`src/rtl/rot_sweep_pkg.sv`:
```
// Shared types and constants for the rotation sweep sequencer.
// Includes a reference nibble-sum helper.
package rot_sweep_pkg;

    localparam int NIB_W  = 4;
    localparam int DATA_W = 32;
    localparam int SUM_W  = 6;

    typedef enum logic {
        IDLE = 1'b0,
        RUN  = 1'b1
    } state_t;

    // Sum of the low nibble over amounts 0..num_rot-1, right-rotating each step.
    function automatic logic [SUM_W-1:0] exp_nib_sum(
        input logic [NIB_W-1:0] nib,
        input int               num_rot
    );
        logic [NIB_W-1:0] n;
        logic [SUM_W-1:0] s;
        n = nib;
        s = '0;
        for (int k = 0; k < num_rot; k++) begin
            s = s + SUM_W'(n);
            n = {n[0], n[NIB_W-1:1]};
        end
        return s;
    endfunction

endpackage

```
`src/rtl/rot_sweep_seq_circular_shift.sv`:
```
// Combinational 4-bit circular right shift of the low nibble.
// Upper bits pass through unchanged.
import rot_sweep_pkg::*;

module circular_shift #(
    parameter int AMT_W = 5
) (
    input  logic [DATA_W-1:0] data,
    input  logic [AMT_W-1:0]  amt,
    output logic [DATA_W-1:0] result
);

    logic [NIB_W-1:0] nib;
    logic [NIB_W-1:0] rot;
    logic             unused_amt;

    assign nib        = data[NIB_W-1:0];
    assign unused_amt = ^amt[AMT_W-1:2];

    always_comb begin
        rot = nib;
        case (amt[1:0])
            2'd0: rot = nib;
            2'd1: rot = {nib[0], nib[3:1]};
            2'd2: rot = {nib[1:0], nib[3:2]};
            2'd3: rot = {nib[2:0], nib[3]};
            default: rot = nib;
        endcase
    end

    assign result = {data[DATA_W-1:NIB_W], rot};

endmodule

```
`src/rtl/rot_sweep_seq.sv`:
```
// Sequencer sweeping nibble rotation amounts over one held operand,
// emitting one registered beat per amount plus a running nibble sum.
import rot_sweep_pkg::*;

module rot_sweep_seq #(
    parameter int NUM_ROT = 4,
    parameter int AMT_W   = 5
) (
    input  logic              clk_in,
    input  logic              rst_n_in,
    input  logic              clear_in,
    input  logic              in_valid_in,
    input  logic [DATA_W-1:0] in_data_in,
    output logic              in_ready_out,
    output logic              out_valid_out,
    input  logic              out_ready_in,
    output logic [DATA_W-1:0] out_data_out,
    output logic [AMT_W-1:0]  out_amt_out,
    output logic              out_last_out,
    output logic [SUM_W-1:0]  nib_sum_out
);

    state_t            state;
    logic [DATA_W-1:0] held;
    logic [AMT_W-1:0]  cnt;
    logic [AMT_W-1:0]  cnt_nx;
    logic              accept;
    logic              hs;
    logic [DATA_W-1:0] sh_in;
    logic [AMT_W-1:0]  sh_amt;
    logic [DATA_W-1:0] sh_out;

    assign hs           = out_valid_out & out_ready_in;
    assign in_ready_out = ~clear_in &
                          ((state == IDLE) | (hs & out_last_out));
    assign accept       = in_valid_in & in_ready_out;
    assign cnt_nx       = cnt + AMT_W'(1);

    // A fresh operand always starts at the identity amount.
    assign sh_in  = accept ? in_data_in : held;
    assign sh_amt = accept ? '0 : cnt_nx;

    circular_shift #(
        .AMT_W (AMT_W)
    ) u_shift (
        .data   (sh_in),
        .amt    (sh_amt),
        .result (sh_out)
    );

    always_ff @(posedge clk_in) begin
        if (!rst_n_in || clear_in) begin
            state         <= IDLE;
            held          <= '0;
            cnt           <= '0;
            out_valid_out <= 1'b0;
            out_data_out  <= '0;
            out_amt_out   <= '0;
            out_last_out  <= 1'b0;
            nib_sum_out   <= '0;
        end else if (accept) begin
            state         <= RUN;
            held          <= in_data_in;
            cnt           <= '0;
            out_valid_out <= 1'b1;
            out_data_out  <= sh_out;
            out_amt_out   <= '0;
            out_last_out  <= (NUM_ROT == 1);
            nib_sum_out   <= SUM_W'(in_data_in[NIB_W-1:0]);
        end else if (state == RUN && hs) begin
            if (!out_last_out) begin
                cnt          <= cnt_nx;
                out_data_out <= sh_out;
                out_amt_out  <= cnt_nx;
                out_last_out <= (cnt_nx == AMT_W'(NUM_ROT - 1));
                nib_sum_out  <= nib_sum_out + SUM_W'(sh_out[NIB_W-1:0]);
            end else begin
                state         <= IDLE;
                out_valid_out <= 1'b0;
            end
        end
    end

endmodule

```
`config.mk`:
```
export PLATFORM = sky130hd
export DESIGN_NAME = rot_sweep_seq
export DESIGN_NICKNAME = d
export VERILOG_FILES = /design/src/rtl/rot_sweep_pkg.sv /design/src/rtl/rot_sweep_seq_circular_shift.sv /design/src/rtl/rot_sweep_seq.sv
export SDC_FILE = /design/constraint.sdc
export NUM_CORES = 1
export LEC_CHECK = 0
export CAP_MARGIN = 20
export CORE_MARGIN = 1
export CORE_UTILIZATION = 63
export DETAILED_ROUTE_END_ITERATION = 10
export DONT_BUFFER_PORTS = 1
export PLACE_DENSITY = 0.79
export SKIP_LAST_GASP = 1
export SYNTH_ARGS = -nofsm -noshare
export SYNTH_HDL_FRONTEND = slang
export SYNTH_HIERARCHICAL = 1
export SYNTH_SLANG_ARGS = --single-unit
```
`constraint.sdc`:
```
create_clock -name clk_in -period 8.4 [get_ports clk_in]
set_input_delay 0.84 -clock clk_in [delete_from_list [all_inputs] [get_ports clk_in]]
set_output_delay 0.84 -clock clk_in [all_outputs]
set_load 0.05 [all_outputs]
```
Word-level counts from Yosys, hierarchy flattened
Cells that the tools add are included.
Cells by class
  add/subtract/negate cells: 2
  equal/unequal tests: 5
  muxes and demuxes: 13
  bitwise gates (word level): 8
  reduce and logical (&&, ||, !) cells: 10
Operators with widths (count)
  2-to-1 mux 32 bit: 4
  one-hot mux 4 bit (4 select lines): 1
  2-to-1 mux 4 bit: 3
  adder 6 x 4 -> 6 bit: 1
  AND reduction 2 bit: 3
  adder 5 x 1 -> 5 bit, second input constant: 1
  == test 5 x 2 -> 1 bit, second input constant: 1
  bitwise AND 1 bit: 4
  == test 2 bit, second input constant: 2
  2-to-1 mux 1 bit: 4
  nonzero test 2 bit: 2
  inverter 1 bit: 3
  == test 2 x 1 -> 1 bit, second input constant: 1
  logical NOT 2 bit: 1
  2-to-1 mux 2 bit: 1
  != test 2 x 1 -> 1 bit, second input constant: 1
  OR reduction 2 bit: 1
  logical AND 1 bit: 1
  logical NOT 1 bit: 1
  logical OR 1 bit: 1
  OR 1 bit: 1
Word-level totals
  register bits: 77
  bits of input ports: 37

Longest topological paths before layout
Gate-level depths: netlist of run 1.
  depth after elaboration: 12
  mapped depth: 11

Cells and area by module
The synthesis of run 1 kept the hierarchy.
Modules (own cells, without submodules)
  rot_sweep_seq: instances 1, cells each 345, area each 3190.6 um^2, sequential area each 1541.5 um^2
  circular_shift: instances 1, cells each 32, area each 315.3 um^2, sequential area each 0.0 um^2

Worst setup path before layout of run 1
OpenSTA, ideal clock, no wires.
  kind: input to register
  start: input port out_ready_in
  end: register nib_sum_out[4]
  arrival: 3240 ps
  slack: 5038 ps
  stages: 11
  path buffers: 1
  path through: a21bo_2 nand2b_1 buf_6 mux2_2 mux4_1 ha_1 fa_1 a21o_1 a21oi_1 or3_1 a21oi_1
RTL lines
  start: declaration: RTL line rot_sweep_seq.sv:16  | input logic out_ready_in,
  bitwise AND 1 bit: RTL line rot_sweep_seq.sv:33  | assign hs = out_valid_out & out_ready_in;
  bitwise AND 1 bit: RTL line rot_sweep_seq.sv:35  | ((state == IDLE) | (hs & out_last_out));
  OR 1 bit: RTL line rot_sweep_seq.sv:35
  bitwise AND 1 bit: RTL line rot_sweep_seq.sv:34  | assign in_ready_out = ~clear_in &
  bitwise AND 1 bit: RTL line rot_sweep_seq.sv:36  | assign accept = in_valid_in & in_ready_out;
  2-to-1 mux 32 bit
  via sh_in[2]: RTL line rot_sweep_seq.sv:29  | logic [DATA_W-1:0] sh_in;
  one-hot mux 4 bit (4 select lines): RTL line rot_sweep_seq_circular_shift.sv:22  | case (amt[1:0])
  via sh_out[0]: RTL line rot_sweep_seq.sv:31  | logic [DATA_W-1:0] sh_out;
  adder 6 x 4 -> 6 bit: RTL line rot_sweep_seq.sv:76  | nib_sum_out <= nib_sum_out + SUM_W'(sh_out[NIB_W-1:0]);
  end signal: assignment: RTL line rot_sweep_seq.sv:69  | nib_sum_out <= SUM_W'(in_data_in[NIB_W-1:0]);
  end signal: assignment: RTL line rot_sweep_seq.sv:76
  end: declaration: RTL line rot_sweep_seq.sv:20  | output logic [SUM_W-1:0] nib_sum_out
The timed path passes the listed nets, and every way through them passes these cells.
A chain may end at the register's enable or synchronous reset.

Worst setup path after layout of run 1
  start: register state
  end: register nib_sum_out[4]
RTL lines
  start: declaration: RTL line rot_sweep_seq.sv:23  | state_t state;
  start signal: assignment: RTL line rot_sweep_seq.sv:53  | state <= IDLE;
  start signal: assignment: RTL line rot_sweep_seq.sv:62  | state <= RUN;
  start signal: assignment: RTL line rot_sweep_seq.sv:78  | state <= IDLE;
  bitwise AND 1 bit (2 in a row)
  OR 1 bit (*): RTL line rot_sweep_seq.sv:35
  bitwise AND 1 bit (*): RTL line rot_sweep_seq.sv:34
  bitwise AND 1 bit (*): RTL line rot_sweep_seq.sv:36
  2-to-1 mux 32 bit (*)
  via sh_in[2]: RTL line rot_sweep_seq.sv:29
  one-hot mux 4 bit (4 select lines) (*): RTL line rot_sweep_seq_circular_shift.sv:22
  via sh_out[0]: RTL line rot_sweep_seq.sv:31
  adder 6 x 4 -> 6 bit (*): RTL line rot_sweep_seq.sv:76
Mark *: on every way through the listed nets, which the timed path passes. The rest lies on a longest branch.

==> results_dict.tcl, run 1 <==
set metrics [dict create \
    status "completed" \
    regArea_mm2 0.001541 \
    finClkSkew_ns 0.008639 \
    crit_type "register to register" \
    gp_congestion 0.8173 \
    syn_to_final_growth_pct 1.583 \
    dp_hpwl_um 4263 \
    grt_pass1_wl_um 10470 \
    finalHoldViolations 0 \
    fin_tns_setup_ns 0 \
    drive_gt1_share_pct 16.08 \
    worst_slack_ns 4.434 \
    clock_sinks 77 \
    start_util_pct 66.80 \
    layout.nets 382 \
    core_mm2 0.005205 \
    num_rows 26 \
    power_leakage_uw 0.001347 \
    drc 0 \
    syn-num-nets 416 \
    vias_per_cell 5.612 \
    via_count 2312 \
    dieArea_mm2 0.005820 \
    grtUsageTotal_pct 23.05 \
    cts.clk_slew.worst_paths_ns 0.07 \
    cap_violations 0 \
    postSynthCellCount 372 \
    first_pass_iters 4 \
    fmax_mhz 252.1 \
    yosys_warnings 6 \
    critPathArrivalTime_ns 4.24 \
    multi_input_area_mm2 0.001619 \
    use_met1_pct 28.22 \
    diodes 0 \
    ctsHoldBuffers 0 \
    drv_slew 0 \
    io_buffers 0 \
    die_h_um 76.29 \
    ant_nets 0 \
    grtUsageMet2_pct 36.04 \
    grt_max_degree 39 \
    end_kind "register" \
    worst_pin_slew_ns 1.001 \
    power_density_mw_per_mm2 226.5 \
    synth.avg_cell_area_um2 9.347 \
    dp_slack_ns 4.321 \
    dr.first_iter.drc_count 92 \
    crit_required_ns 8.67 \
    cts_made_buffers 9 \
    die_w_um 76.29 \
    antenna_found_initial 0 \
    crit_path_start_kind "register" \
    htree_levels 3 \
    period_share_pct 47.22 \
    finalWirelength_um 6358 \
    grt_pass1_vias 2187 \
    postCtsSetupRepairBufs 0 \
    fillers 436 \
    hold_path_class "register to register" \
    setup_violations 0 \
    slew_headroom_pct 32.95 \
    cts_buffer_depth 2 \
    grt-ovfl-total 0 \
    top_usage_layer "met2" \
    rsz0062_at_grt "false" \
    grtUsageMet3_pct 7.545 \
    worstSkewPairLatency_ns 0.34 \
    cts_tree "built" \
    synth_area_mm2 0.003477 \
    wl_per_cell_um 15.43 \
    cts_root_buf "clkbuf_8" \
    final.min_clock_period_ns 3.966 \
    vdd_drop_max_uv 162.4 \
    cts_resized 0 \
    path_max_fanout 37 \
    io-pin-count 83 \
]
## through the flow
step / power (uW) / cells / util [%] / hold WS [ns] / area [um^2]
floorplan: 449.3 / 372 / - / 0.5486 / 3477
finish: 799.9 / 412 / 67.86 / 0.5757 / 3532
global route: 830.2 / 412 / 67.86 / 0.5947 / 3532
CTS: 806.9 / 412 / 67.86 / 0.5797 / 3532
detailed placement: 447.6 / 397 / 62.84 / 0.5612 / 3271
global placement: 446.2 / 397 / 62.84 / 0.5542 / 3271
## power breakdown
part	switching [uW]	internal (uW)	total [uW]
Combinational	32.3	21.6	53.9
Clock	127	234	361
Sequential	13.8	371	385
Total	173	627	800
## final cells by class
cell class / instances / share of cell area, %
Tap cell: 70 / 2.480
Sequential cell: 77 / 43.64
Multi-Input combinational cell: 246 / 45.84
Clock inverter: 4 / 3.401
Timing Repair Buffer: 2 / 0.4251
Clock buffer: 11 / 4.003
Inverter: 2 / 0.2125
## critical path, stage by stage (launching register included)
cell      delay [ns]
dfxtp_1         0.73
a21bo_2         0.32
nand2b_2        0.63
mux2_2          0.45
mux4_1          0.54
ha_1            0.24
fa_1            0.41
a21o_1          0.19
a21oi_1         0.15
o21ai_0         0.09
a21oi_1         0.16
## worst paths after layout
path,from,to,slack [ns],cells after the start
hold reg to reg,held[13],held[13],0.58,2
hold / removal,held[13],held[13],0.58,2
setup reg to reg,state,nib_sum_out[4],4.43,10
setup / recovery,state,nib_sum_out[4],4.43,10
## layer usage
metal,up-vias,part of all wire (%)
li1,1153,-
met1,1077,45
met2,74,47
met3,8,6.4
met4,0,1.2
met5,-,0
## sequential cells by signal (all words and copies together) (netlist names)
| signal | cells |
|---|---|
| held | 32 |
| out_data_out | 32 |
| nib_sum_out | 6 |
| cnt | 5 |
| out_last_out | 1 |
| state | 1 |
## placed cells by master (no fill, tap or decap), types with 3 or more instances in the layout
master,instances
dfxtp_1,77
nand2_1,74
a21oi_1,41
mux2_2,32
and2_1,32
nor2_1,11
clkbuf_8,10
o21ai_0,6
ha_1,6
nand2b_1,4
bufinv_16,4
mux4_1,4
nand3_1,3
or3_1,3
Power figures use the tool's default switching activity.
==> run 2: changes to the inputs <==
==> constraint.sdc (replaced) <==
create_clock -name clk_in -period 3.9 [get_ports clk_in]
set_input_delay 0.39 -clock clk_in [delete_from_list [all_inputs] [get_ports clk_in]]
set_output_delay 0.39 -clock clk_in [all_outputs]
set_load 0.05 [all_outputs]
==> run 2 against run 1 <==
Net effect:
- register-to-register slack lost 3.8 ns
- maximum frequency up 23%
- global-route usage up 0.12 points
- first-iteration DRC count is 54% higher
- design area decreased by 0.11%
- clock power is 63% higher
- combinational power up 130%
- sequential power is 110% higher
- critical endpoint unchanged
- highest routed layer unchanged
==> results_dict.tcl, run 2 (synthesis gave the netlist of run 1 again) <==
set metrics [dict create \
    status "completed" \
    setup_violations 0 \
    cts_made_buffers 9 \
    power.switching_uw 393.3 \
    slew_headroom_pct 40.76 \
    core_mm2 0.005205 \
    crit_type "register to register" \
    antenna_found_initial 0 \
    ctsHoldBuffers 0 \
    dp_hpwl_um 4411 \
    crit_required_ns 4.18 \
    dieArea_mm2 0.005820 \
    io-pin-count 83 \
    via_count 2405 \
    critPathArrivalTime_ns 3.51 \
    htree_levels 3 \
    die_h_um 76.29 \
    start_util_pct 66.80 \
    layout_common_cells "dfxtp_1, nand2_1, a21oi_1" \
    startpoint "cnt[0]" \
    first_pass_iters 4 \
    dp.cells 404 \
    total_power_uw 1539 \
    pwr-share-comb_pct 8.2 \
    cts_tree "built" \
    clock_sinks 77 \
    drive_gt1_share_pct 18.23 \
    worstSkewPairLatency_ns 0.34 \
    num_rows 26 \
    r2r-start "cnt[0]" \
    finalWirelength_um 6563 \
    fmax_mhz 309.6 \
    grtUsageTotal_pct 23.17 \
    power_leakage_uw 0.001361 \
    wl_per_cell_um 15.59 \
    crit_path_start_kind "register" \
    power_density_mw_per_mm2 436.1 \
    io_buffers 0 \
    ant_nets 0 \
    final_area_mm2 0.003528 \
    fin_tns_setup_ns 0 \
    cts_buffer_depth 2 \
    cap_violations 0 \
    worstHoldStart "in_valid_in" \
    biggestRegsByFlops "held: 32 flops, out_data_out: 32 flops, nib_sum_out: 6 flops" \
    syn_to_final_growth_pct 1.475 \
    hold_path_class "input port to register" \
    grt_pass1_wl_um 10610 \
    postCtsSetupRepairBufs 0 \
    finClkSkew_ns 0.009665 \
    end_kind "register" \
    netSwitchingFraction_pct 25.56 \
    dp_slack_ns 0.7149 \
    die_w_um 76.29 \
    worst_pin_slew_ns 0.8853 \
    drv_slew 0 \
    worst_slack_ns 0.6700 \
    grt_max_degree 38 \
    grt-ovfl-total 0 \
    drc 0 \
    gp_congestion 0.8425 \
    path_max_fanout 7 \
    grt_pass1_vias 2252 \
    vdd_drop_max_uv 261.5 \
    cts_root_buf "clkbuf_8" \
    rsz0062_at_grt "false" \
    vias_per_cell 5.713 \
    cts.clk_slew.worst_paths_ns 0.08 \
    clkPwrFrac_pct 38.1 \
    period_share_pct 82.82 \
    layout_commonest_cell "dfxtp_1" \
    seqPwrFrac_pct 53.6 \
    final.min_clock_period_ns 3.230 \
    fin_cells 421 \
    p_int_uw 1145 \
    finalHoldViolations 0 \
    postPlaceCellArea_mm2 0.003323 \
    diodes 0 \
    layout.nets 390 \
    cts_resized 0 \
    dr.first_iter.drc_count 142 \
]
==> run 2: cell count changes in the layout (fill, tap and decap cells not counted), sizes merged <==
cell    delta
clkinv     +4
inv        +1
bufinv     -3
clkbuf     -1
buf        +8
==> run 2: per-stage QoR <==
step           util (%)  hold slack, ns
2_1_floorplan         -          0.5107
6_report          67.79          0.1800
4_1_cts           67.50          0.1708
3_3_place_gp      63.85          0.5112
5_1_grt           67.79          0.1740
3_5_place_dp      63.85          0.5279
==> run 2: power by group through the flow <==
stage	Clock [uW]	Sequential (uW)	Combinational [uW]
2_1_floorplan	0	845	123
3_3_place_gp	0	843	122
3_5_place_dp	0	844	126
4_1_cts	595	825	126
5_1_grt	630	827	139
6_report	587	825	126
==> run 2: worst paths after layout <==
path | slack (ns) | depth (start not counted) | endpoint
worst max-delay path | 0.67 | 11 | nib_sum_out[4]
worst min-delay path | 0.18 | 2 | state
worst max register to register | 0.67 | 11 | nib_sum_out[4]
worst min register to register | 0.58 | 2 | held[9]
==> run 2: final cells by class <==
type / instances / area (um^2)
fill: 451 / 1677
inverter: 2 / 7.507
clock inverter: 6 / 62.56
sequential: 77 / 1541
tap: 70 / 87.58
clock buffer: 10 / 127.6
timing repair buffer: 10 / 82.58
multi-input combinational: 246 / 1619
==> run 2: per-layer routing <==
layer | vias up | GRT usage (%) | routed length (um)
met1 | 1140 | 28.67 | 2992
met5 | - | 0 | 0
li1 | 1171 | - | -
met2 | 81 | 36.49 | 2992
met3 | 13 | 7.066 | 449
met4 | 0 | 11.73 | 128
==> run 2: worst max-delay path, cell delays in order (launching register included) <==
cell     delay [ns]
dfxtp_1        0.31
buf_4          0.23
inv_1          0.10
ha_1           0.32
nor2_1         0.33
mux4_1         0.65
ha_1           0.24
fa_1           0.40
a21o_1         0.19
a21oi_1        0.15
o21ai_0        0.10
a21oi_1        0.15
